## src/rtl/blastn_hit_scheduler_pkg.sv

```systemverilog
// ============================================================================
// Module      : blastn_hit_scheduler_pkg
// Description : Shared message layouts, state encoding and helper functions
//               for the BLASTN hit scheduler, its control unit and the UGPE.
//               hit_msg_t       : {db_pos, q_pos, db_seq, q_seq}, 128 bits
//               sched_out_msg_t : {db_pos, q_pos, score},         96 bits
// Revision    : 1.0 - initial release
// ============================================================================
`default_nettype none

package blastn_hit_scheduler_pkg;

  localparam int HIT_W   = 128;
  localparam int SCORE_W = 32;
  localparam int OUT_W   = 96;

  typedef struct packed {
    logic [31:0] db_pos;
    logic [31:0] q_pos;
    logic [31:0] db_seq;
    logic [31:0] q_seq;
  } hit_msg_t;

  typedef struct packed {
    logic [31:0] db_pos;
    logic [31:0] q_pos;
    logic [31:0] score;
  } sched_out_msg_t;

  typedef enum logic [1:0] {
    ST_IDLE  = 2'd0,
    ST_ISSUE = 2'd1,
    ST_WAIT  = 2'd2,
    ST_EMIT  = 2'd3
  } sched_state_e;

  // Counters stick at all-ones instead of wrapping back to zero.
  function automatic logic [31:0] sat_inc(input logic [31:0] v);
    return (v == 32'hFFFF_FFFF) ? v : v + 32'd1;
  endfunction

  // Two-character ASCII tag for line traces (I/IS/W/E).
  function automatic logic [15:0] state_tag(input sched_state_e s);
    case (s)
      ST_IDLE:  return "I ";
      ST_ISSUE: return "IS";
      ST_WAIT:  return "W ";
      default:  return "E ";
    endcase
  endfunction

endpackage

`default_nettype wire

```

## src/rtl/blastn_hit_scheduler_if.sv

```systemverilog
// ============================================================================
// Module      : blastn_hit_scheduler_if
// Description : Handshake bundle of the hit scheduler.
//               req_*      : NREQ requester hits (slice i = bits 128*i+:128)
//               ext_req_*  : 128-bit hit towards the UGPE
//               ext_resp_* : 32-bit unsigned score back from the UGPE
//               out_*      : 96-bit surviving result plus requester id
//               master : scheduler side, slave : environment side
// Revision    : 1.0 - initial release
// ============================================================================
`default_nettype none

interface blastn_hit_scheduler_if #(
  parameter int NREQ = 4
);
  import blastn_hit_scheduler_pkg::*;

  localparam int IDW = $clog2(NREQ);

  logic [NREQ-1:0]       req_val;
  logic [NREQ-1:0]       req_rdy;
  logic [NREQ*HIT_W-1:0] req_msg;

  logic                  ext_req_val;
  logic                  ext_req_rdy;
  logic [HIT_W-1:0]      ext_req_msg;

  logic                  ext_resp_val;
  logic                  ext_resp_rdy;
  logic [SCORE_W-1:0]    ext_resp_msg;

  logic                  out_val;
  logic                  out_rdy;
  logic [OUT_W-1:0]      out_msg;
  logic [IDW-1:0]        out_id;

  modport master (
    input  req_val, req_msg, ext_req_rdy, ext_resp_val, ext_resp_msg, out_rdy,
    output req_rdy, ext_req_val, ext_req_msg, ext_resp_rdy, out_val, out_msg, out_id
  );

  modport slave (
    output req_val, req_msg, ext_req_rdy, ext_resp_val, ext_resp_msg, out_rdy,
    input  req_rdy, ext_req_val, ext_req_msg, ext_resp_rdy, out_val, out_msg, out_id
  );

endinterface

`default_nettype wire

```

## src/rtl/blastn_hit_scheduler_rr_arbiter.sv

```systemverilog
// ============================================================================
// Module      : blastn_hit_scheduler_rr_arbiter
// Description : Round-robin arbiter. Grants the first asserted request at or
//               after the pointer, wrapping modulo NREQ. The pointer moves to
//               (grant+1) mod NREQ only when a grant is issued while enabled.
// Ports       : clk, reset     - clock, asynchronous active-high reset
//               req_i          - request vector
//               en_i           - grant enable
//               gnt_o          - one-hot grant (zero when disabled/idle)
//               gnt_idx_o      - index of the winning request
//               gnt_val_o      - a grant is issued this cycle
// Revision    : 1.0 - initial release
// ============================================================================
`default_nettype none

module blastn_hit_scheduler_rr_arbiter #(
  parameter  int NREQ = 4,
  localparam int IDW  = $clog2(NREQ)
) (
  input  logic            clk,
  input  logic            reset,
  input  logic [NREQ-1:0] req_i,
  input  logic            en_i,
  output logic [NREQ-1:0] gnt_o,
  output logic [IDW-1:0]  gnt_idx_o,
  output logic            gnt_val_o
);

  localparam logic [IDW:0] NREQ_W = (IDW+1)'(NREQ);

  logic [IDW-1:0] ptr_q;
  logic [IDW-1:0] ptr_d;
  logic [IDW:0]   cand;
  logic [IDW:0]   nxt;
  logic [IDW-1:0] idx;
  logic           found;

  // Scan NREQ positions starting at the pointer; one extra bit on the
  // candidate lets the wrap be done with a single conditional subtract.
  always_comb begin
    idx   = '0;
    found = 1'b0;
    cand  = '0;
    for (int off = 0; off < NREQ; off++) begin
      cand = {1'b0, ptr_q} + (IDW+1)'(off);
      if (cand >= NREQ_W) begin
        cand = cand - NREQ_W;
      end
      if (!found && req_i[cand[IDW-1:0]]) begin
        found = 1'b1;
        idx   = cand[IDW-1:0];
      end
    end
  end

  always_comb begin
    nxt   = {1'b0, idx} + {{IDW{1'b0}}, 1'b1};
    ptr_d = ptr_q;
    if (en_i && found) begin
      ptr_d = (nxt == NREQ_W) ? '0 : nxt[IDW-1:0];
    end
  end

  always_comb begin
    gnt_o = '0;
    if (en_i && found) begin
      gnt_o[idx] = 1'b1;
    end
  end

  assign gnt_idx_o = idx;
  assign gnt_val_o = en_i & found;

  always_ff @(posedge clk or posedge reset) begin
    if (reset) begin
      ptr_q <= '0;
    end else begin
      ptr_q <= ptr_d;
    end
  end

endmodule

`default_nettype wire

```

## src/rtl/blastn_hit_scheduler.sv

```systemverilog
// ============================================================================
// Module      : blastn_hit_scheduler
// Description : Shares one ungapped-extension engine (UGPE) between NREQ
//               seed-hit requesters. Round-robin picks a hit, sends it to
//               the UGPE, waits for the score and forwards the hit with its
//               requester id only if score >= threshold latched at grant.
//               One extension outstanding at a time.
// Ports       : clk, reset        - clock, asynchronous active-high reset
//               bus (master)      - req_*, ext_req_*, ext_resp_*, out_*
//               cfg_threshold_i   - minimum forwarded score (unsigned)
//               busy_o            - high in any state other than IDLE
//               stat_issued_o     - saturating count of hits sent to UGPE
//               stat_dropped_o    - saturating count of below-threshold hits
// Options     : BLASTN_HIT_SCHED_STATS_EN - when defined the two stat ports
//               are live counters; otherwise they are tied to zero.
// Revision    : 1.0 - initial release
// ============================================================================
`default_nettype none

module blastn_hit_scheduler
  import blastn_hit_scheduler_pkg::*;
#(
  parameter  int NREQ = 4,
  localparam int IDW  = $clog2(NREQ)
) (
  input  logic                      clk,
  input  logic                      reset,
  blastn_hit_scheduler_if.master    bus,
  input  logic [31:0]               cfg_threshold_i,
  output logic                      busy_o,
  output logic [31:0]               stat_issued_o,
  output logic [31:0]               stat_dropped_o
);

  sched_state_e   state_q;
  hit_msg_t       hit_q;
  hit_msg_t       hit_sel;
  logic [IDW-1:0] id_q;
  logic [31:0]    thr_q;
  logic [31:0]    score_q;
  logic           ext_req_val_q;
  logic           ext_resp_rdy_q;
  logic           out_val_q;
  logic           busy_q;

  logic            arb_en;
  logic [NREQ-1:0] gnt;
  logic [IDW-1:0]  gnt_idx;
  logic            gnt_val;
  logic            score_pass;
  sched_out_msg_t  out_m;

  // Gating with reset keeps req_rdy low while reset is held, not just
  // after the state register has cleared.
  assign arb_en = (state_q == ST_IDLE) && !reset;

  blastn_hit_scheduler_rr_arbiter #(
    .NREQ (NREQ)
  ) u_arb (
    .clk       (clk),
    .reset     (reset),
    .req_i     (bus.req_val),
    .en_i      (arb_en),
    .gnt_o     (gnt),
    .gnt_idx_o (gnt_idx),
    .gnt_val_o (gnt_val)
  );

  always_comb begin
    hit_sel = '0;
    for (int i = 0; i < NREQ; i++) begin
      if (gnt_idx == IDW'(i)) begin
        hit_sel = bus.req_msg[HIT_W*i +: HIT_W];
      end
    end
  end

  // Compared against the threshold captured at grant, so reprogramming
  // cfg_threshold_i never affects the hit already in flight.
  assign score_pass = (bus.ext_resp_msg >= thr_q);

  always_ff @(posedge clk or posedge reset) begin
    if (reset) begin
      state_q        <= ST_IDLE;
      hit_q          <= '0;
      id_q           <= '0;
      thr_q          <= '0;
      score_q        <= '0;
      ext_req_val_q  <= 1'b0;
      ext_resp_rdy_q <= 1'b0;
      out_val_q      <= 1'b0;
      busy_q         <= 1'b0;
    end else begin
      case (state_q)
        ST_IDLE: begin
          if (gnt_val) begin
            hit_q         <= hit_sel;
            id_q          <= gnt_idx;
            thr_q         <= cfg_threshold_i;
            ext_req_val_q <= 1'b1;
            busy_q        <= 1'b1;
            state_q       <= ST_ISSUE;
          end
        end
        ST_ISSUE: begin
          if (bus.ext_req_rdy) begin
            ext_req_val_q  <= 1'b0;
            ext_resp_rdy_q <= 1'b1;
            state_q        <= ST_WAIT;
          end
        end
        ST_WAIT: begin
          if (bus.ext_resp_val) begin
            score_q        <= bus.ext_resp_msg;
            ext_resp_rdy_q <= 1'b0;
            if (score_pass) begin
              out_val_q <= 1'b1;
              state_q   <= ST_EMIT;
            end else begin
              busy_q    <= 1'b0;
              state_q   <= ST_IDLE;
            end
          end
        end
        ST_EMIT: begin
          if (bus.out_rdy) begin
            out_val_q <= 1'b0;
            busy_q    <= 1'b0;
            state_q   <= ST_IDLE;
          end
        end
        default: begin
          state_q <= ST_IDLE;
        end
      endcase
    end
  end

  always_comb begin
    out_m        = '0;
    out_m.db_pos = hit_q.db_pos;
    out_m.q_pos  = hit_q.q_pos;
    out_m.score  = score_q;
  end

  assign bus.req_rdy      = gnt;
  assign bus.ext_req_val  = ext_req_val_q;
  assign bus.ext_req_msg  = ext_req_val_q ? hit_q : '0;
  assign bus.ext_resp_rdy = ext_resp_rdy_q;
  assign bus.out_val      = out_val_q;
  assign bus.out_msg      = out_val_q ? out_m : '0;
  assign bus.out_id       = out_val_q ? id_q : '0;
  assign busy_o           = busy_q;

`ifdef BLASTN_HIT_SCHED_STATS_EN
  logic [31:0] stat_issued_q;
  logic [31:0] stat_dropped_q;

  always_ff @(posedge clk or posedge reset) begin
    if (reset) begin
      stat_issued_q  <= '0;
      stat_dropped_q <= '0;
    end else begin
      if ((state_q == ST_ISSUE) && bus.ext_req_rdy) begin
        stat_issued_q <= sat_inc(stat_issued_q);
      end
      if ((state_q == ST_WAIT) && bus.ext_resp_val && !score_pass) begin
        stat_dropped_q <= sat_inc(stat_dropped_q);
      end
    end
  end

  assign stat_issued_o  = stat_issued_q;
  assign stat_dropped_o = stat_dropped_q;
`else
  assign stat_issued_o  = '0;
  assign stat_dropped_o = '0;
`endif

endmodule

`default_nettype wire

```

## src/flat_wrapper.sv

```systemverilog
// flat-port wrapper written by rule: the top's interface ports become plain ports
module blastn_hit_scheduler_flat import blastn_hit_scheduler_pkg::*;
#(
  parameter  int NREQ = 4,
  localparam int IDW  = $clog2(NREQ)
)
  (clk, reset, cfg_threshold_i, busy_o, stat_issued_o, stat_dropped_o, bus_req_val, bus_req_msg, bus_ext_req_rdy, bus_ext_resp_val, bus_ext_resp_msg, bus_out_rdy, bus_req_rdy, bus_ext_req_val, bus_ext_req_msg, bus_ext_resp_rdy, bus_out_val, bus_out_msg, bus_out_id);
  blastn_hit_scheduler_if #(.NREQ(NREQ)) bus_i ();
  input  logic clk;
  input  logic reset;
  input  logic [31:0] cfg_threshold_i;
  output logic busy_o;
  output logic [31:0] stat_issued_o;
  output logic [31:0] stat_dropped_o;
  input wire logic [$bits(bus_i.req_val)-1:0] bus_req_val;
  input wire logic [$bits(bus_i.req_msg)-1:0] bus_req_msg;
  input wire logic [$bits(bus_i.ext_req_rdy)-1:0] bus_ext_req_rdy;
  input wire logic [$bits(bus_i.ext_resp_val)-1:0] bus_ext_resp_val;
  input wire logic [$bits(bus_i.ext_resp_msg)-1:0] bus_ext_resp_msg;
  input wire logic [$bits(bus_i.out_rdy)-1:0] bus_out_rdy;
  output wire logic [$bits(bus_i.req_rdy)-1:0] bus_req_rdy;
  output wire logic [$bits(bus_i.ext_req_val)-1:0] bus_ext_req_val;
  output wire logic [$bits(bus_i.ext_req_msg)-1:0] bus_ext_req_msg;
  output wire logic [$bits(bus_i.ext_resp_rdy)-1:0] bus_ext_resp_rdy;
  output wire logic [$bits(bus_i.out_val)-1:0] bus_out_val;
  output wire logic [$bits(bus_i.out_msg)-1:0] bus_out_msg;
  output wire logic [$bits(bus_i.out_id)-1:0] bus_out_id;
  assign bus_i.req_val = bus_req_val;
  assign bus_i.req_msg = bus_req_msg;
  assign bus_i.ext_req_rdy = bus_ext_req_rdy;
  assign bus_i.ext_resp_val = bus_ext_resp_val;
  assign bus_i.ext_resp_msg = bus_ext_resp_msg;
  assign bus_i.out_rdy = bus_out_rdy;
  assign bus_req_rdy = bus_i.req_rdy;
  assign bus_ext_req_val = bus_i.ext_req_val;
  assign bus_ext_req_msg = bus_i.ext_req_msg;
  assign bus_ext_resp_rdy = bus_i.ext_resp_rdy;
  assign bus_out_val = bus_i.out_val;
  assign bus_out_msg = bus_i.out_msg;
  assign bus_out_id = bus_i.out_id;
  blastn_hit_scheduler #(.NREQ(NREQ)) u_core (.clk(clk), .reset(reset), .bus(bus_i), .cfg_threshold_i(cfg_threshold_i), .busy_o(busy_o), .stat_issued_o(stat_issued_o), .stat_dropped_o(stat_dropped_o));
endmodule
```

## config.mk

```make
export PLATFORM = sky130hd
export DESIGN_NAME = blastn_hit_scheduler_flat
export DESIGN_NICKNAME = d
export VERILOG_FILES = /design/src/rtl/blastn_hit_scheduler_pkg.sv /design/src/rtl/blastn_hit_scheduler_if.sv /design/src/rtl/blastn_hit_scheduler_rr_arbiter.sv /design/src/rtl/blastn_hit_scheduler.sv /design/src/flat_wrapper.sv
export SDC_FILE = /design/constraint.sdc
export NUM_CORES = 1
export LEC_CHECK = 0
export BUFFER_PORTS_ARGS = -buffer_cell sky130_fd_sc_hd__buf_2
export CAP_MARGIN = 25
export CORE_AREA = 4 4 344 346
export CTS_CLUSTER_DIAMETER = 80
export DETAILED_ROUTE_END_ITERATION = 16
export DIE_AREA = 0 0 348 350
export HOLD_SLACK_MARGIN = 0.02
export SKIP_CTS_REPAIR_TIMING = 1
export SLEW_MARGIN = 15
export SYNTH_ARGS = -nofsm -noshare
export SYNTH_HDL_FRONTEND = slang
export SYNTH_SLANG_ARGS = --single-unit
```

## constraint.sdc

```tcl
create_clock -name clk -period 7.55 [get_ports clk]
set_clock_uncertainty 0.2 [all_clocks]
set_input_delay 1.1325 -clock clk [delete_from_list [all_inputs] [get_ports clk]]
set_output_delay 1.1325 -clock clk [all_outputs]
set_load 0.005 [all_outputs]
```

# Yosys cells after proc, flatten, opt, wreduce, memory -nomap -nowiden
# Index checks and enable logic that the tools add are counted.
word_totals:
  register_bits: 202
  latch_bits: 0
  mem_bits_rw: 0
  rom_bits: 0
  memories: 0
op_classes:
  n_addsub: 8
  mul: 0
  div: 0
  order_cmp: 11
  n_eq_ne: 13
  shifts: 0
  mux: 50
  bitwise: 1
  reduce_logical: 23
ops:
  columns: ["op", "n"]
  rows:
  - ["two-way mux 128 bit", 5]
  - ["two-way mux 96 bit", 1]
  - [">= comparator 32 bit", 1]
  - ["two-way mux 2 bit", 15]
  - ["two-way mux 1 bit", 18]
  - ["less-than comparator 2 x 3 -> 1 bit, second input constant", 5]
  - [">= comparator 3 bit, second input constant", 3]
  - ["binary-select mux 1 bit (select 2 bit)", 4]
  - ["equality test 2 bit, second input constant", 4]
  - ["inequality test 2 bit, second input constant", 4]
  - ["case mux 2 bit (4 select lines)", 1]
  - ["AND reduction 4 bit", 2]
  - ["subtractor 2 x 1 -> 2 bit, second input constant", 4]
  - ["adder 2 x 1 -> 3 bit, second input constant", 2]
  - ["adder 2 x 2 -> 3 bit, second input constant", 2]
  - ["logical AND 1 bit", 6]
  - ["case mux 1 bit (2 select lines)", 3]
  - ["AND reduction 3 bit", 2]
  - ["nonzero test 2 bit", 3]
  - ["AND reduction 5 bit", 1]
  - ["equality test 2 x 1 -> 1 bit, second input constant", 2]
  - ["zero test 1 bit", 4]
  - ["zero test 2 bit", 2]
  - ["two-way mux 4 bit", 1]
  - ["other kinds (9)", 11]

# Longest topological paths before layout
# Gate-level depths: netlist of the first run.
depth:
  word_depth: 19
  ltp_mapped: 14

# Hierarchy
# A second synthesis of the first run with hierarchy kept.
unflattened:
  cells_unflattened: 1074
  hier_area_um2: 13614.3
modules_own_cells:
  columns: ["mod", "instances", "cells_per_inst", "area_per_inst_um2", "seq_area_each_um2"]
  rows:
  - ["blastn_hit_scheduler", 1, 1041, 13312.8, 5004.8]
  - ["blastn_hit_scheduler_rr_arbiter", 1, 33, 301.5, 50.0]

# Worst setup path after synthesis of the first run
# Ideal clock, no wire load.
synth_timing:
  path_kind: "input-to-output"
  from: "in bus_req_val[2]"
  to: "out bus_req_rdy[3]"
  arrival_ns: 2.843
  required_time_ns: 6.218
  setup_slack_ns: 3.375
  cell_stages: 9
  cell_sequence: "mux2i_1 nor2_1 or3_1 inv_1 ha_1 clkbuf_1 clkbuf_1 clkbuf_1 and2_1"
synth_between:
  elab_chain_cells: 17
  elab_cells_between_ends: 29
synth_rtl:
  columns: ["item", "line_no", "text"]
  rows:
  - ["from (decl)", "flat_wrapper.sv:15", "input wire logic [$bits(bus_i.req_val)-1:0] bus_req_val;"]
  - ["binary-select mux 1 bit (select 2 bit)", "blastn_hit_scheduler_rr_arbiter.sv:49", "if (!found && req_i[cand[IDW-1:0]]) begin"]
  - ["two-way mux 1 bit (not written as such)", "blastn_hit_scheduler_rr_arbiter.sv:49", null]
  - ["two-way mux 1 bit", "blastn_hit_scheduler_rr_arbiter.sv:49", null]
  - ["zero test 1 bit", "blastn_hit_scheduler_rr_arbiter.sv:49", null]
  - ["logical AND 1 bit", "blastn_hit_scheduler_rr_arbiter.sv:49", null]
  - ["two-way mux 1 bit", "blastn_hit_scheduler_rr_arbiter.sv:49", null]
  - ["zero test 1 bit", "blastn_hit_scheduler_rr_arbiter.sv:49", null]
  - ["logical AND 1 bit", "blastn_hit_scheduler_rr_arbiter.sv:49", null]
  - ["(+2 left out)", null, null]
  - ["logical AND 1 bit", "blastn_hit_scheduler_rr_arbiter.sv:49", null]
  - ["two-way mux 2 bit *", "blastn_hit_scheduler_rr_arbiter.sv:49", null]
  - ["via u_core.gnt_idx[0]", "blastn_hit_scheduler.sv:48", "logic [IDW-1:0] gnt_idx;"]
  - ["less-than comparator 2 x 3 -> 1 bit (not written as such) / >= comparator 2 x 1 -> 1 bit (equally long branches)", "blastn_hit_scheduler_rr_arbiter.sv:67", "gnt_o[idx] = 1'b1;"]
  - ["logical AND 1 bit (not written as such)", "blastn_hit_scheduler_rr_arbiter.sv:67", null]
  - ["two-way mux 1 bit (not written as such)", "blastn_hit_scheduler_rr_arbiter.sv:67", null]
  - ["demux 1 bit (select 2 bit) *", "blastn_hit_scheduler_rr_arbiter.sv:67", null]
  - ["two-way mux 4 bit *", "blastn_hit_scheduler_rr_arbiter.sv:66", "if (en_i && found) begin"]
  - ["to (decl)", "flat_wrapper.sv:21", "output wire logic [$bits(bus_i.req_rdy)-1:0] bus_req_rdy;"]
# Mark *: on every way through the listed nets, which the timed path passes. The rest lies on a longest branch. The select of a mux whose other input is x is not followed.

# Worst setup path in the final report of the first run
layout_timing:
  from: "in bus_req_val[0]"
  to: "out bus_req_rdy[2]"
# Same word-level chain as after synthesis.

==> results.sh, run 1 <==
export IMPL_maxCapViolCount=0
export IMPL_required_ns=6.22
export IMPL_fin_ws_ns=2.85
export IMPL_async_flop_share_pct=100
export IMPL_syn_area_mm2=0.0138
export IMPL_root_buffer="clkbuf_16"
export IMPL_numCtsBuffers=30
export IMPL_vias=16100
export IMPL_finalInstanceArea_mm2=0.0203
export IMPL_fin_util_pct=17.6
export IMPL_die_area_mm2=0.122
export IMPL_drive_above_1_share_pct=38.4
export IMPL_fin_crit_ns=4.70
export IMPL_yosysTopAreaCellShare_pct=36.7
export IMPL_ys_top_cells_by_area="dfrtp_1 37%, and2_1 10%, a221oi_1 8.1%"
export IMPL_totalWireLength_um=97700
export IMPL_power_leakage_nw=9.69
export IMPL_rsz0062_at_grt="false"
export IMPL_die_w_um=348
export IMPL_htree_levels=1
export IMPL_path_max_fanout=43
export IMPL_synth_edf_count=0
export IMPL_wl_per_cell_um=24.5
export IMPL_grt_usage_pct=15.1
export IMPL_ys_ff_latch=202
export IMPL_worstSkewPairLatency_ns=0.61
export IMPL_port_buffers=818
export IMPL_antenna_found_initial=123
export IMPL_relSlewSlack_pct=27.6
export IMPL_hold_path_class="flop to flop"
export IMPL_placed_area_mm2=0.0192
export IMPL_cts_tree="done"
export IMPL_tns_ns=0
export IMPL_yosysSeqAreaShare_pct=36.7
export IMPL_critPathArrivalTime_ns=3.37
export IMPL_grt_pass1_wl_um=127000
export IMPL_cts_max_path_buffers=3
export IMPL_yosysUniqueCellTypes=43
export IMPL_grt_pass1_vias=14900
export IMPL_synthTopCellsByCount="230 x and2_1, 202 x dfrtp_1, 184 x nand2_1"
export IMPL_worst_pin_slew_ns=1.09
export IMPL_dp_hpwl_um=81900
export IMPL_finalWeightedCongestion=0.916
export IMPL_p_per_area_mw_per_mm2=353
export IMPL_startpoint_type="input port"
export IMPL_ys_warn_count=0
export IMPL_avgSynthCellArea_um2=8.16
export IMPL_vias_per_cell=4.06
export IMPL_clk_pin_slew_ns=0.05
export IMPL_drt_pass1_iterations=5
export IMPL_drc=0
export IMPL_synthFlopType="dfrtp_1"
export IMPL_overflow=0
export IMPL_synth_area_leader_cell="dfrtp_1"
export IMPL_yosysMostFrequentCell="and2_1"
export IMPL_ios=883
export IMPL_hold_viol_final=0
export IMPL_rows=125
export IMPL_initial_utilization_pct=11.9
export IMPL_fin_nets=3026
export IMPL_first_iter_violations=1346
export IMPL_status="complete, no violations"
export IMPL_peakVddDrop_mv=0.162
export IMPL_finalCritPeriodShare_pct=62.3
export IMPL_area_growth_syn_to_layout_pct=47.3
export IMPL_ant_nets=0
export IMPL_cts_sinks=202
export IMPL_synthCells=1686
export IMPL_setup_violations=0
export IMPL_dp_slack_ns=2.63
export IMPL_die_y_um=350
export IMPL_coreArea_mm2=0.115
export IMPL_worstSetupPathType="input port to output pin"
export IMPL_grt_start_max_net_pins=164
export IMPL_end_kind="output pin"
export IMPL_finalMaxSlewViolations=0
export IMPL_timing_fmax_mhz=213
export IMPL_fill_cells=13200
## placed cells by master (no fill, tap or decap), types with 3 or more instances in the layout
cell type	count
ha_4	3
nor2b_1	130
a221oi_1	127
conb_1	64
clkbuf_1	4
nand2_1	184
clkbuf_16	30
inv_1	37
buf_12	8
o21a_1	3
buf_2	818
nand2b_1	3
clkbuf_8	5
nor3_1	129
mux2_2	32
clkinv_2	7
dfrtp_1	200
a21oi_1	150
ha_1	34
o21ai_0	153
nor2_1	7
diode_2	32
o21ai_1	16
nand4_1	3
buf_4	13
and2_1	230
bufinv_16	3
## through the flow
stage / hold WS, ns / power [mW] / std cells
5_1_grt: 0.294 / 7.77 / 3956
6_report: 0.269 / 7.16 / 3981
3_5_place_dp: 0.262 / 5.76 / 3896
4_1_cts: 0.275 / 7.27 / 3949
3_3_place_gp: 0.256 / 5.68 / 3895
2_1_floorplan: 0.242 / 4.12 / 1749
## routing by layer
metal  up-vias  routed length, um  track usage [%]
met5         -                238                0
met3       227               9040             4.19
li1       7256                  -                -
met1      7598              42100             20.1
met4        32               3100             4.27
met2      1032              43200             24.0
## flip-flops by register name (all words and copies together), names as in the netlist
signal	flops
u_core.u_arb.ptr_q	2
u_core.bus.out_val	1
u_core.score_q	32
u_core.thr_q	32
u_core.hit_q	128
u_core.state_q	2
u_core.id_q	2
u_core.bus.ext_req_val	1
u_core.bus.ext_resp_rdy	1
u_core.busy_o	1
## kinds of logic after synthesis
group	Yosys count	share of synthesized area [%]
AO/OA/AOI/OAI	464	20.8
adder cells (fa/ha/maj)	37	3.36
buffers and inverters	254	9.21
flip-flops	202	36.7
multiplexers	33	2.69
other	1	0.0273
AND/OR/NAND/NOR	695	27.1
## power breakdown
group / switching, mW / leakage [nW] / internal, mW
combinational: 2.13 / 6.65 / 1.53
clock: 0.580 / 0.498 / 0.876
sequential: 0.478 / 2.54 / 1.56
total: 3.19 / 9.69 / 3.97
## cell type report
cell class | count | area [um2] | area share, %
Multi-Input combinational cell | 1293 | 7720 | 38.1
Timing Repair Buffer | 839 | 4350 | 21.5
Clock inverter | 14 | 169 | 0.833
Antenna cell | 32 | 80.1 | 0.395
Inverter | 38 | 150 | 0.741
Clock buffer | 39 | 835 | 4.12
Tap cell | 1524 | 1910 | 9.41
Sequential cell | 202 | 5060 | 25.0
## path summary, 6_finish.rpt
| check | start | end | slack [ns] | cells after the start |
|---|---|---|---|---|
| setup / recovery | bus_req_val[0] | bus_req_rdy[2] | 2.85 | 9 |
| hold / removal | u_core.score_q[0] | u_core.score_q[0] | 0.27 | 2 |
| setup reg to reg | u_core.u_arb.ptr_q[1] | u_core.hit_q[127] | 3.63 | 11 |
| hold reg to reg | u_core.score_q[0] | u_core.score_q[0] | 0.27 | 2 |
| max in group asynchronous | reset | u_core.hit_q[127] | 5.51 | 3 |
| min in group asynchronous | reset | u_core.thr_q[9] | 0.42 | 2 |
## critical path, stage by stage
cell and delay, ns:
buf_2 0.13, a21oi_1 0.15, o21a_1 0.13, o22ai_1 0.19, inv_1 0.23, ha_4 0.52
buf_4 0.47, and2_1 0.20, buf_2 0.11
(Power assumes the default switching activity.)
==> run 2: changes to the inputs <==
- CORE_AREA: 4 4 344 346 -> 4 4 345 347
- DIE_AREA: 0 0 348 350 -> 0 0 349 351
- clock period: 7.55 -> 4.1 ns (I/O delays scaled with it)
==> results.sh, run 2 (synthesized netlist as in run 1, its figures left out) <==
export IMPL_status="complete, no violations"
export IMPL_root_buffer="clkbuf_16"
export IMPL_critPathArrivalTime_ns=2.92
export IMPL_largestRegisters="u_core.hit_q (128), u_core.score_q (32), u_core.thr_q (32)"
export IMPL_path_max_fanout=44
export IMPL_totalWireLength_um=100000
export IMPL_ant_nets=0
export IMPL_r2r_end="u_core.hit_q[95]"
export IMPL_rows=125
export IMPL_cts_sinks=202
export IMPL_tns_ns=0
export IMPL_cts_tree="done"
export IMPL_cp_slowest_stage_delay_ns=0.44
export IMPL_die_area_mm2=0.122
export IMPL_hold_path_class="input port to flop"
export IMPL_drive_above_1_share_pct=39.5
export IMPL_grt_pass1_wl_um=130000
export IMPL_die_y_um=351
export IMPL_drc=0
export IMPL_crit_cells=8
export IMPL_layout_common_cells="818 x buf_2, 230 x and2_1, 200 x dfrtp_1"
export IMPL_first_iter_violations=1279
export IMPL_largest_reg_flops=128
export IMPL_hold_viol_final=0
export IMPL_cts_max_path_buffers=3
export IMPL_grt_usage_pct=15.4
export IMPL_numCtsBuffers=30
export IMPL_cp_slowest_cell="dfrtp_1"
export IMPL_fin_cells=4047
export IMPL_worstSetupPathType="flop to output pin"
export IMPL_hold_depth=3
export IMPL_fin_crit_ns=3.73
export IMPL_finalWeightedCongestion=0.938
export IMPL_timing_fmax_mhz=268
export IMPL_finalCritPeriodShare_pct=91.0
export IMPL_die_w_um=349
export IMPL_fin_nets=3093
export IMPL_rsz0062_at_grt="false"
export IMPL_wl_per_cell_um=24.7
export IMPL_hold_path_end="u_core.thr_q[2]"
export IMPL_relSlewSlack_pct=31.6
export IMPL_clk_pin_slew_ns=0.06
export IMPL_overflow=0
export IMPL_rr_worst_depth=13
export IMPL_required_ns=3.28
export IMPL_placed_cells=3947
export IMPL_final_common_cell="buf_2"
export IMPL_dp_hpwl_um=84600
export IMPL_vias=16200
export IMPL_grt_pass1_vias=15300
export IMPL_end_kind="output pin"
export IMPL_largest_register="u_core.hit_q"
export IMPL_power_leakage_nw=10.1
export IMPL_regToRegSetupSlack_ns=0.75
export IMPL_vias_per_cell=4.00
export IMPL_hp_start="cfg_threshold_i[2]"
export IMPL_maxCapViolCount=0
export IMPL_fill_cells=13100
export IMPL_htree_levels=1
export IMPL_port_buffers=818
export IMPL_coreArea_mm2=0.116
export IMPL_critPathBufInv=3
export IMPL_p_per_area_mw_per_mm2=659
export IMPL_ios=883
export IMPL_peakVddDrop_mv=0.295
export IMPL_finalMaxSlewViolations=0
export IMPL_worstSkewPairLatency_ns=0.60
export IMPL_setup_violations=0
export IMPL_grt_start_max_net_pins=102
export IMPL_antenna_found_initial=115
export IMPL_cp_top_family="compound AO/OA/AOI/OAI gates"
export IMPL_initial_utilization_pct=11.9
export IMPL_drt_pass1_iterations=5
export IMPL_startpoint_type="flop"
export IMPL_worst_pin_slew_ns=1.03
export IMPL_area_growth_syn_to_layout_pct=52.7
export IMPL_r2r_start="u_core.u_arb.ptr_q[1]"
export IMPL_crit_path_cell_trace="a21oi_1 > o21a_1 > o22ai_1 > inv_1 > ha_4 > buf_12 > and2_1 > buf_2"
run 2: final cells by class:
type	instances	area, um2	share of cell area [%]
Sequential cell	202	5060	24.1
Inverter	38	146	0.697
Antenna cell	28	70.1	0.333
Multi-Input combinational cell	1293	7720	36.7
Tap cell	1524	1910	9.07
Timing Repair Buffer	906	5030	23.9
Clock buffer	41	873	4.16
Clock inverter	15	205	0.977
run 2: power by group:
group / switching, mW / internal (mW) / total [mW]
logic: 4.07 / 3.15 / 7.22
registers: 0.889 / 2.87 / 3.76
clock network: 1.11 / 1.75 / 2.86
run 2: per-layer routing:
layer,GRT usage [%],share of wire [%],up-vias
met5,0,0.12,-
met2,25.6,46,1008
met4,2.74,2.5,20
met3,5.11,9.5,187
li1,-,-,7379
met1,19.7,42,7608
run 2: stage by stage:
step | worst slack (ns) | hold WS, ns | power (mW) | instance area (um2) | utilization (%)
floorplan | 0.669 | 0.242 | 7.59 | 14000 | -
global placement | -0.0699 | 0.255 | 10.9 | 19700 | 17.0
detailed placement | 0.376 | 0.265 | 11.1 | 19700 | 17.0
CTS | 0.266 | -0.138 | 14.0 | 20800 | 17.9
global route | 0.155 | 0.0208 | 15.0 | 21000 | 18.1
finish | 0.368 | 0.0191 | 13.8 | 21000 | 18.1
run 2: how the worst max path moves through the flow:
stage	from	endpoint	slack [ns]
after global placement	bus_req_val[2]	u_core.hit_q[125]	-0.07
after global routing	u_core.u_arb.ptr_q[1]	bus_req_rdy[2]	0.15
final	u_core.u_arb.ptr_q[1]	bus_req_rdy[2]	0.37
after CTS	u_core.u_arb.ptr_q[1]	bus_req_rdy[2]	0.27
after floorplan	reset	u_core.bus.ext_req_val	0.67
after detailed placement	bus_req_val[2]	u_core.hit_q[94]	0.38
run 2: tightest hold or removal path, stage by stage:
cell,delay (ns)
buf_2,0.08
nand2_1,0.04
o21ai_0,0.05
